<file path="src/rtl/mem_arb_pkg.sv">
// Shared widths and state encodings for the RAM port arbiter and its helpers.
package mem_arb_pkg;

  localparam int ADDR_W   = 10;
  localparam int DATA_W   = 16;
  localparam int STARVE_W = 4;
  localparam int CONFL_W  = 16;

  typedef enum logic [0:0] {
    PRI_CPU  = 1'b0,
    PRI_HOST = 1'b1
  } pri_state_e;

  typedef enum logic [0:0] {
    OWN_CPU  = 1'b0,
    OWN_HOST = 1'b1
  } owner_e;

endpackage

</file>
<file path="src/rtl/ram_port_arbiter_sat_counter.sv">
// Saturating up-counter with synchronous clear; reset and clear both return it to zero.
module sat_counter #(
  parameter int               WIDTH = 4,
  parameter logic [WIDTH-1:0] MAX   = {WIDTH{1'b1}}
) (
  input  logic             clk,
  input  logic             reset,
  input  logic             inc,
  input  logic             clr,
  output logic [WIDTH-1:0] count
);

  logic [WIDTH-1:0] count_r;

  // Clear has priority over increment; the count sticks at MAX instead of wrapping.
  always_ff @(posedge clk) begin
    if (!reset) begin
      count_r <= {WIDTH{1'b0}};
    end else if (clr) begin
      count_r <= {WIDTH{1'b0}};
    end else if (inc && (count_r != MAX)) begin
      count_r <= count_r + {{(WIDTH-1){1'b0}}, 1'b1};
    end else begin
      count_r <= count_r;
    end
  end

  assign count = count_r;

endmodule

</file>
<file path="src/rtl/ram_port_arbiter.sv">
// Two-requester arbiter for RAM port A: CPU normally wins, host is guaranteed
// one grant after STARVE_LIMIT consecutive denied cycles.
module ram_port_arbiter
  import mem_arb_pkg::*;
#(
  parameter int STARVE_LIMIT = 4
) (
  input  logic              clk,
  input  logic              reset,
  input  logic              cpu_req,
  input  logic              cpu_we,
  input  logic [ADDR_W-1:0] cpu_addr,
  input  logic [DATA_W-1:0] cpu_wdata,
  output logic              cpu_gnt,
  output logic              cpu_stall,
  output logic              cpu_rvalid,
  output logic [DATA_W-1:0] cpu_rdata,
  input  logic              host_req,
  input  logic              host_we,
  input  logic [ADDR_W-1:0] host_addr,
  input  logic [DATA_W-1:0] host_wdata,
  output logic              host_gnt,
  output logic              host_rvalid,
  output logic [DATA_W-1:0] host_rdata,
  output logic              ram_en,
  output logic              ram_we,
  output logic [ADDR_W-1:0] ram_addr,
  output logic [DATA_W-1:0] ram_wdata,
  input  logic [DATA_W-1:0] ram_rdata,
  output logic [CONFL_W-1:0] conflict_cnt
);

  localparam logic [STARVE_W-1:0] STARVE_MAX = STARVE_W'(STARVE_LIMIT);

  pri_state_e          pri_state_r;
  owner_e              owner_r;
  logic                rd_valid_r;
  logic                cpu_win_s;
  logic                host_win_s;
  logic                starve_inc_s;
  logic                starve_hit_s;
  logic                conflict_s;
  logic [STARVE_W-1:0] starve_cnt_s;

  // Grant selection: host wins when alone or when the FSM has handed it priority.
  always_comb begin
    cpu_win_s  = 1'b0;
    host_win_s = 1'b0;
    if (!reset) begin
      cpu_win_s  = 1'b0;
      host_win_s = 1'b0;
    end else if (host_req && (!cpu_req || (pri_state_r == PRI_HOST))) begin
      host_win_s = 1'b1;
    end else if (cpu_req) begin
      cpu_win_s = 1'b1;
    end else begin
      cpu_win_s  = 1'b0;
      host_win_s = 1'b0;
    end
  end

  assign cpu_gnt   = cpu_win_s;
  assign host_gnt  = host_win_s;
  assign cpu_stall = cpu_req & ~cpu_win_s;
  assign ram_en    = cpu_win_s | host_win_s;

  // Port A mux: winner's request fields, all zero when nobody is granted.
  always_comb begin
    ram_we    = 1'b0;
    ram_addr  = {ADDR_W{1'b0}};
    ram_wdata = {DATA_W{1'b0}};
    case ({cpu_win_s, host_win_s})
      2'b10: begin
        ram_we    = cpu_we;
        ram_addr  = cpu_addr;
        ram_wdata = cpu_wdata;
      end
      2'b01: begin
        ram_we    = host_we;
        ram_addr  = host_addr;
        ram_wdata = host_wdata;
      end
      default: begin
        ram_we    = 1'b0;
        ram_addr  = {ADDR_W{1'b0}};
        ram_wdata = {DATA_W{1'b0}};
      end
    endcase
  end

  assign starve_inc_s = reset & host_req & ~host_win_s;
  assign starve_hit_s = starve_inc_s && (starve_cnt_s == (STARVE_MAX - {{(STARVE_W-1){1'b0}}, 1'b1}));
  assign conflict_s   = cpu_req & host_req;

  sat_counter #(
    .WIDTH (STARVE_W),
    .MAX   (STARVE_MAX)
  ) u_starve_cnt (
    .clk   (clk),
    .reset (reset),
    .inc   (starve_inc_s),
    .clr   (host_win_s),
    .count (starve_cnt_s)
  );

  sat_counter #(
    .WIDTH (CONFL_W),
    .MAX   ({CONFL_W{1'b1}})
  ) u_conflict_cnt (
    .clk   (clk),
    .reset (reset),
    .inc   (conflict_s),
    .clr   (1'b0),
    .count (conflict_cnt)
  );

  // Priority FSM: hand priority to the host when it starves, take it back after one host grant.
  always_ff @(posedge clk) begin
    if (!reset) begin
      pri_state_r <= PRI_CPU;
    end else begin
      case (pri_state_r)
        PRI_CPU: begin
          if (starve_hit_s) begin
            pri_state_r <= PRI_HOST;
          end else begin
            pri_state_r <= PRI_CPU;
          end
        end
        PRI_HOST: begin
          if (host_win_s) begin
            pri_state_r <= PRI_CPU;
          end else begin
            pri_state_r <= PRI_HOST;
          end
        end
        default: pri_state_r <= PRI_CPU;
      endcase
    end
  end

  // Read return pipeline: remember who issued the read so the data goes back to them.
  always_ff @(posedge clk) begin
    if (!reset) begin
      rd_valid_r <= 1'b0;
      owner_r    <= OWN_CPU;
    end else begin
      rd_valid_r <= (cpu_win_s & ~cpu_we) | (host_win_s & ~host_we);
      owner_r    <= host_win_s ? OWN_HOST : OWN_CPU;
    end
  end

  // Gating with reset kills a read that was in flight when reset arrived.
  assign cpu_rvalid  = reset & rd_valid_r & (owner_r == OWN_CPU);
  assign host_rvalid = reset & rd_valid_r & (owner_r == OWN_HOST);
  assign cpu_rdata   = cpu_rvalid  ? ram_rdata : {DATA_W{1'b0}};
  assign host_rdata  = host_rvalid ? ram_rdata : {DATA_W{1'b0}};

endmodule

</file>
<file path="config.mk">
export PLATFORM = sky130hd
export DESIGN_NAME = ram_port_arbiter
export DESIGN_NICKNAME = d
export VERILOG_FILES = /design/src/rtl/mem_arb_pkg.sv /design/src/rtl/ram_port_arbiter_sat_counter.sv /design/src/rtl/ram_port_arbiter.sv
export SDC_FILE = /design/constraint.sdc
export NUM_CORES = 1
export LEC_CHECK = 0
export ABC_CLOCK_PERIOD_IN_PS = 2700
export BUFFER_PORTS_ARGS = -buffer_cell sky130_fd_sc_hd__buf_2
export CORE_MARGIN = 2
export CORE_UTILIZATION = 30
export DETAILED_ROUTE_END_ITERATION = 10
export PLACE_DENSITY = 0.63
export SETUP_SLACK_MARGIN = 0.5
export SLEW_MARGIN = 20
export SYNTH_ARGS = -nofsm -noshare
export SYNTH_HDL_FRONTEND = slang
export SYNTH_SLANG_ARGS = --single-unit
</file>
<file path="constraint.sdc">
create_clock -name clk -period 2.7 [get_ports clk]
set_input_delay 0.405 -clock clk [delete_from_list [all_inputs] [get_ports clk]]
set_output_delay 0.405 -clock clk [all_outputs]
set_load 0.02 [all_outputs]
</file>
# After elaboration in Yosys (flattened, before gate mapping)
# Index checks and enable logic that the tools add are counted.
# totals
output_inout_bits	81
reg_bits	23
input_bits	74
word_cells	51
# op_classes
add_sub_neg	2
bitwise	18
n_eq_ne	5
mux	14
reduce_logical	7
# op_table
operator	count
16-bit two-way mux	2
16-bit one-hot mux with 2 select lines	1
10-bit one-hot mux with 2 select lines	1
16-bit by 1-bit adder with 16-bit output (second input constant)	1
16-bit inequality test (second input constant)	1
1-bit bitwise AND	9
1-bit two-way mux	8
1-bit inverter	7
4-bit by 1-bit adder with 4-bit output (second input constant)	1
4-bit by 2-bit equality test with 1-bit output (second input constant)	1
1-bit logical AND	4
4-bit by 3-bit inequality test with 1-bit output (second input constant)	1
1-bit one-hot mux with 2 select lines	2
2-bit by 1-bit equality test with 1-bit output (second input constant)	1
2-bit equality test (second input constant)	1
1-bit OR	2
2-bit OR reduction	1
1-bit logical NOT	1
1-bit logical OR	1

# Depth between registers and ports, before layout
# Gate-level depths: netlist of run 1.
# logic_depth
word_depth	10
mapped_depth	9
mapped_depth_nobuf	6

# Modules after synthesis
# A second synthesis of run 1 with hierarchy kept.
# hier_totals
hier_cells	242
hier_area_um2	1918.1
# by_module_without_submodules
module	cells_per_inst	area_per_inst_um2	instances	seq_area_each_um2
sat_counter (u_conflict_cnt)	91	864.6	1	320.3
ram_port_arbiter	125	832.0	1	60.1
sat_counter (u_starve_cnt)	26	221.5	1	80.1

# Worst setup path before layout of run 1
# OpenSTA, ideal clock, no wires.
# synth_timing
kind	input port to output port
from	input reset
to	output ram_addr[1]
required_time_ns	2.295
t_arrival_ns	2.646
path_buffers	3
setup_slack_ns	-0.351
path_stages	8
cell_sequence	clkbuf_1 > inv_1 > nor3_1 > ha_1 > clkbuf_1 > buf_1 > a22oi_1 > nor2_1
# synth_via
elab_chain_cells	3
word_cells_on_any_way	5
classes_between	eq/ne: 2; mux: 3
# synth_rtl
element	line_no	rtl
start: declaration	ram_port_arbiter.sv:9	input logic reset,
1-bit two-way mux (*)	ram_port_arbiter.sv:49	if (!reset) begin
named net host_gnt	ram_port_arbiter.sv:22	output logic host_gnt,
2-bit by 1-bit equality test with 1-bit output or 2-bit equality test (tied branches)	ram_port_arbiter.sv:72	case ({cpu_win_s, host_win_s})
10-bit one-hot mux with 2 select lines (*)	ram_port_arbiter.sv:72	
end: declaration	ram_port_arbiter.sv:27	output logic [ADDR_W-1:0] ram_addr,
# Mark *: on every way through the listed nets, which the timed path passes. The rest lies on a longest branch.

# Final worst setup path of run 1
# layout_timing
from	register pri_state_r
to	output ram_wdata[0]
# layout_via
elab_chain_cells	6
word_cells_on_any_way	9
classes_between	eq/ne: 2; mux: 5; reduce/logical: 2
# layout_rtl
element	line_no	rtl
start: declaration	ram_port_arbiter.sv:35	pri_state_e pri_state_r;
start signal: assignment	ram_port_arbiter.sv:120	pri_state_r <= PRI_CPU;
start signal: assignment	ram_port_arbiter.sv:125	pri_state_r <= PRI_HOST;
start signal: assignment	ram_port_arbiter.sv:127	pri_state_r <= PRI_CPU;
1-bit logical OR (*)	ram_port_arbiter.sv:52	end else if (host_req && (!cpu_req || (pri_state_r == PRI_HOST))) begin
1-bit logical AND (*)	ram_port_arbiter.sv:52	
1-bit two-way mux	ram_port_arbiter.sv:52	
1-bit two-way mux	ram_port_arbiter.sv:49	
2-bit by 1-bit equality test with 1-bit output or 2-bit equality test (tied branches)	ram_port_arbiter.sv:72	
16-bit one-hot mux with 2 select lines (*)	ram_port_arbiter.sv:72	
end: declaration	ram_port_arbiter.sv:28	output logic [DATA_W-1:0] ram_wdata,
# Mark *: on every way between the ends. The rest lies on a longest branch, timed or not.

==> results_dict.tcl, run 1 <==
set metrics [dict create \
    status "finished, final reports clean" \
    area_growth_pct 93.07 \
    vias 2445 \
    cts_htree_levels 1 \
    yosys.area_share.simple 0.3713 \
    ios 155 \
    maxCapViolCount 0 \
    finalCritPeriodShare 0.8366 \
    relSlewSlack 0.6119 \
    fin_cells 478 \
    cts_root_buffer "clkbuf_8" \
    synth_xor_area_frac 0.004950 \
    drt_iter0_markers 75 \
    placed_cells 461 \
    overflow 0 \
    portBuffers 154 \
    grt_max_degree 28 \
    cts_sinks 23 \
    synth_area_per_cell_um2 7.311 \
    rsz0062_at_grt "yes" \
    nNetsFinal 487 \
    start_util 0.3155 \
    fin_crit_ns 2.259 \
    synth-compound-area-share 0.2468 \
    cts_buffer_depth 2 \
    cts_tree "built" \
    power_density_nw_per_um2 257.8 \
    antenna_left 0 \
    grt_use_total 0.1915 \
    p_total_mw 0.8806 \
    antenna_found_initial 0 \
    crit_required_ns 2.30 \
    fmax_mhz 442.7 \
    placed_cell_area_um2 2930 \
    drv_slew 0 \
    die_y_um 80.80 \
    totalWireLength_mm 7.398 \
    synthArstFlopShare 0 \
    grt_pass1_vias 2066 \
    startpoint_type "flop" \
    gp_congestion 0.7190 \
    synth_cell_types 39 \
    synth_seq_cells 23 \
    finalHoldViolations 0 \
    ys_seq_area_frac 0.2603 \
    holdWs_ns 0.3355 \
    clk_pin_slew_ns 0.08 \
    dr.pass1.iters 4 \
    fin_ws_ns 0.4412 \
    tightest_slew_ns 0.5768 \
    die_area_um2 6528 \
    tns_ns 0 \
    insertedDiodeCount 0 \
    synth_edf_count 0 \
    ys_warn_count 0 \
    min_path_type "primary input to flop" \
    viasPerCell 5.115 \
    hold_buffers 0 \
    drc 0 \
    die_x_um 80.80 \
    grt_pass1_wl_mm 9.949 \
    synth_flop_cell "dfxtp_1" \
    irDropWorstVdd_uv 198.5 \
    stdcell_area_um2 3416 \
    skew_ns 0.002922 \
    syn-instance-count 242 \
    cp-end-kind "output port" \
    syn_area_um2 1769 \
    setup_viol 0 \
    synth_nets 322 \
    critPathArrivalTime_ns 1.85 \
    synthAdderAreaFrac 0.04243 \
    core.rowCount 27 \
    cp_max_fo 7 \
    fin_util 0.6091 \
    routedWlPerCell_um 15.48 \
    leakage_nw 1.520 \
    cts_buffers 3 \
    core_um2 5608 \
    clk_latency_ns 0.26 \
    dpl_worst_slack_ns 0.2505 \
    synth_top_family_by_area "simple AND/OR/NAND/NOR gates" \
    drive_gt1_frac 0.5961 \
    dp_hpwl_mm 5.182 \
    path_class "flop to output port" \
    synthMuxAreaShare 0.01132 \
]
[cell type report]
| cell class | count | area [µm²] |
|---|---|---|
| fillers | 521 | 2192 |
| multi-input cells | 190 | 1526 |
| repair buffers | 177 | 1247 |
| flip-flops and latches | 23 | 461.7 |
| well taps | 72 | 90.09 |
| clock buffers | 4 | 45.04 |
| inverters | 12 | 45.04 |
[synth_stat cells (all sizes together), types with 2 or more instances]
cell type  count  area [µm²]
a22oi         27       202.7
nor2          35       131.4
clkbuf        12       45.04
nor3           7       35.03
nor4           4       31.28
o31ai          8       60.06
buf            5       21.27
or3            3       20.02
o211ai         3       22.52
and2          33       206.5
and3           2       12.51
nand2         10       37.54
mux2i          2       20.02
a21oi         11       55.05
nand4          5       46.29
or4            8       63.81
o21ai          4       20.02
nand3          7       35.03
ha             6       75.07
inv           12       45.04
a211oi         2       15.01
dfxtp         23       460.4
a31oi          2       12.51
[repair_timing]
action	in CTS	in global routing
setup buffers	6	1
setup endpoints to repair	27	27
hold endpoints to repair	0	0
cloned	3	3
pin swaps	3	40
gates resized for setup	20	44
[state kept, by name, indices dropped and copies added, names as in the netlist]
register,flops
owner_r,1
pri_state_r,1
rd_valid_r,1
u_conflict_cnt.count,16
u_starve_cnt.count,4
[power breakdown]
group	internal [mW]	switching, mW	total, mW
clock network	0.105	0.112	0.218
registers	0.343	0.00339	0.346
logic	0.151	0.166	0.317
[logic make-up after synthesis]
family          Yosys count
simple gates            119
fa+ha+maj                 6
xor+xnor                  1
mux                       2
flops                    23
buf+inv                  29
compound gates           62
[worst max-delay path, stage by stage (launching register included)]
cell and delay (ns):
dfxtp_2 0.34, nor2b_4 0.11, o211ai_1 0.09, buf_4 0.15
buf_12 0.12, ha_4 0.19, clkbuf_16 0.18, a22oi_2 0.24
nor2_4 0.05, buf_6 0.13
[final timing paths]
check | slack (ns) | to | startpoint | depth (start not counted)
max | 0.44 | ram_wdata[0] | pri_state_r$_SDFF_PN0_ | 9
min | 0.34 | rd_valid_r$_SDFF_PN0_ | cpu_we | 2
max reg2reg | 0.74 | u_conflict_cnt.count[14]$_SDFFE_PN0P_ | u_conflict_cnt.count[1]$_SDFFE_PN0P_ | 5
min reg2reg | 0.49 | u_starve_cnt.count[3]$_SDFFE_PP0P_ | u_starve_cnt.count[3]$_SDFFE_PP0P_ | 2
[routing by layer]
layer | part of all wire | track usage
met5 | 0 | 0
met4 | 0.018 | 0.06610
met3 | 0.062 | 0.03111
met2 | 0.54 | 0.3433
met1 | 0.38 | 0.2315
[placed cells by master, fill, tap and decap left out, drive strengths merged, types with 2 or more instances in the layout]
cell / n
buf: 174
nor2: 35
and2: 33
a22oi: 27
dfxtp: 23
inv: 12
a21oi: 11
nand2: 10
o31ai: 8
or4: 8
nand3: 7
nor3: 7
clkbuf: 7
ha: 6
nand4: 5
o21ai: 4
nor4: 4
o211ai: 3
or3: 3
and3: 2
a211oi: 2
mux2i: 2
a31oi: 2
Note: power is estimated with default switching activity, not from simulation.
==> inputs of run 2 (changes only) <==
--- a/config.mk
+++ b/config.mk
@@ -5,7 +5,8 @@
 export SDC_FILE = /design/constraint.sdc
 export NUM_CORES = 1
 export LEC_CHECK = 0
-export ABC_CLOCK_PERIOD_IN_PS = 2700
+export ABC_AREA = 1
+export ABC_CLOCK_PERIOD_IN_PS = 1800
 export BUFFER_PORTS_ARGS = -buffer_cell sky130_fd_sc_hd__buf_2
 export CORE_MARGIN = 2
 export CORE_UTILIZATION = 30
==> constraint.sdc (replaced) <==
create_clock -name clk -period 1.8 [get_ports clk]
set_input_delay 0.27 -clock clk [delete_from_list [all_inputs] [get_ports clk]]
set_output_delay 0.27 -clock clk [all_outputs]
set_load 0.02 [all_outputs]
==> run 2 against run 1 <==
Hold slack got worse by 0.11 ns. Via count increased by 24%. Total power rose by 69%. Final cell count is 28% higher. Non-clock buffer count is 12 higher. Clock power grew 53%. First-iteration DRC count increased by 17%. Die area rose by 11%. The run now ends with setup timing left. Global-route usage is 6.2 points higher. Synthesized cell count grew 45%.
==> results_dict.tcl, run 2 <==
set metrics [dict create \
    synth_nets 431 \
    synth_most_common_cell "nand2_1" \
    synth_top_area_frac 0.2322 \
    path_class "flop to output port" \
    synth_seq_cells 23 \
    reg2reg_depth 8 \
    relSlewSlack 0.7275 \
    worst_r2r_endpoint "u_conflict_cnt.count[15]$_SDFFE_PN0P_" \
    cts_htree_levels 1 \
    antenna_found_initial 0 \
    violations "setup timing" \
    synth_cell_types 29 \
    use_met3 0.04377 \
    synthArstFlopShare 0 \
    dp_hpwl_mm 6.001 \
    vias 3044 \
    drv_slew 0 \
    fin_crit_ns 2.064 \
    portBuffers 154 \
    gr-usage-met1 0.2764 \
    gp_congestion 0.7985 \
    clk_pin_slew_ns 0.09 \
    startpoint "pri_state_r$_SDFF_PN0_" \
    skew_ns 0.004336 \
    ys_top_cells_by_area "dfxtp_1 23%, nand2_1 17%, nor2_1 14%" \
    min_path_type "primary input to flop" \
    area_growth_pct 138.0 \
    cts_buffers 3 \
    cts_sinks 23 \
    grt_pass1_vias 2984 \
    drive_gt1_frac 0.6966 \
    maxCapViolCount 0 \
    tightest_slew_ns 0.4057 \
    status "complete, but fails checks" \
    synth_flop_cell "dfxtp_1" \
    die_x_um 85.31 \
    core_um2 6386 \
    syn_area_um2 1983 \
    cp_max_fo 10 \
    overflow 0 \
    drt_iter0_markers 88 \
    leakage_nw 2.078 \
    cts_root_buffer "clkbuf_8" \
    endpoint "ram_wdata[15]" \
    grtUsageMet2 0.4943 \
    ys_seq_area_frac 0.2322 \
    finalCritPeriodShare 1.147 \
    ios 155 \
    ys_warn_count 0 \
    antenna_left 0 \
    grt_pass1_wl_mm 14.75 \
    finalHoldViolations 0 \
    power_density_nw_per_um2 315.7 \
    r2r_slack_ns 0.41 \
    grt_max_degree 18 \
    synth_area_per_cell_um2 5.650 \
    syn-instance-count 351 \
    totalWireLength_mm 10.05 \
    cp-end-kind "output port" \
    clk_latency_ns 0.27 \
    die_area_um2 7277 \
    drc 0 \
    routedWlPerCell_um 16.45 \
    core.rowCount 29 \
    layout_common_cells "88 x buf_2, 74 x buf_6, 67 x nand2_1" \
    crit_required_ns 1.53 \
    insertedDiodeCount 0 \
    tns_ns -6.159 \
    synth_top_area_cell "dfxtp_1" \
    setup_viol 28 \
    hold_buffers 0 \
    r2r-start "u_conflict_cnt.count[0]$_SDFFE_PN0P_" \
    largest_register_ffs 16 \
    start_util 0.3105 \
    holdWs_ns 0.2272 \
    grt_use_total 0.2534 \
    rsz0062_at_grt "yes" \
    synthTopCellsByCount "92 x nand2_1, 74 x nor2_1, 43 x a21oi_1" \
    fmax_mhz 484.5 \
    fin_ws_ns -0.2640 \
    critPathArrivalTime_ns 1.79 \
    viasPerCell 4.982 \
    dr.pass1.iters 4 \
    fin_util 0.7390 \
    startpoint_type "flop" \
    layout_commonest_cell "buf_2" \
    nNetsFinal 615 \
    cts_tree "built" \
    die_y_um 85.31 \
    irDropWorstVdd_uv 384.7 \
    top_usage_layer "met2" \
    synth_edf_count 0 \
    cts_buffer_depth 2 \
]
-- run 2: area by class of cell --
type                    count  area (µm²)
clock buffers               3       41.29
clock inverters             1       5.005
fillers                   452        1667
inverters                  45       241.5
multi-input cells         271        2212
flip-flops and latches     23       516.7
well taps                  77       96.34
repair buffers            189        1574
repair inverters            2       32.53
-- run 2: how the worst min path moves through the flow --
stage                                                   from  slack, ns                            endpoint  depth (start not counted)
final                                                host_we       0.23               rd_valid_r$_SDFF_PN0_                          2
after global routing                                  cpu_we       0.23               rd_valid_r$_SDFF_PN0_                          2
after CTS                                             cpu_we       0.21               rd_valid_r$_SDFF_PN0_                          2
after detailed placement  u_starve_cnt.count[3]$_SDFFE_PP0P_       0.47  u_starve_cnt.count[3]$_SDFFE_PP0P_                          2
after global placement    u_starve_cnt.count[3]$_SDFFE_PP0P_       0.46  u_starve_cnt.count[3]$_SDFFE_PP0P_                          2
after floorplan                                       cpu_we       0.38               rd_valid_r$_SDFF_PN0_                          1
-- run 2: timing repair --
action / 4_1_cts / 5_1_grt
endpoints found under the setup margin: 80 / 84
cloned: 4 / 1
pin swaps: 16 / 16
gates resized for setup: 166 / 63
buffers inserted: 11 / 5
hold endpoints to repair: 0 / 0
-- run 2: cells by family (layout without fill, tap and decap cells) --
kind of cell,count (synthesis),after routing,synth area share
AO/OA/AOI/OAI,50,50,0.1344
XOR/XNOR,2,2,0.008834
adder cells (fa/ha/maj),6,6,0.03785
buffers and inverters,59,240,0.1211
flip-flops,23,23,0.2322
AND/OR/NAND/NOR,211,213,0.4656
-- run 2: metal layers --
layer / routed length (µm) / part of all wire / vias up
met5: 0 / 0 / -
met4: 274 / 0.027 / 0
met3: 654 / 0.065 / 25
met2: 5491 / 0.55 / 130
met1: 3634 / 0.36 / 1429
li1: - / - / 1460
-- run 2: where the power goes --
group | switching, mW | internal, mW | leakage, nW
clock network | 0.179 | 0.155 | 0.0255
registers | 0.0123 | 0.501 | 0.199
logic | 0.352 | 0.292 | 1.85
-- run 2: worst max-delay path: stages (launching register included) --
cell and delay (ns):
dfxtp_2 0.34, o21ai_4 0.14, and2_4 0.18, nand2_4 0.07
clkinv_4 0.06, ha_4 0.20, buf_12 0.14, nand2_1 0.10
a21oi_4 0.14, buf_6 0.13
-- run 2: stage by stage --
| stage | total power [mW] | instances | setup slack (ns) | cell area (µm²) |
|---|---|---|---|---|
| detailed placement | 1.044 | 586 | -0.1059 | 3699 |
| CTS | 1.467 | 605 | -0.2568 | 4462 |
| floorplan | 0.8737 | 351 | -0.01322 | 2849 |
| finish | 1.490 | 611 | -0.2640 | 4720 |
| global placement | 1.038 | 586 | -0.07315 | 3699 |
| global route | 1.559 | 611 | -0.3403 | 4720 |
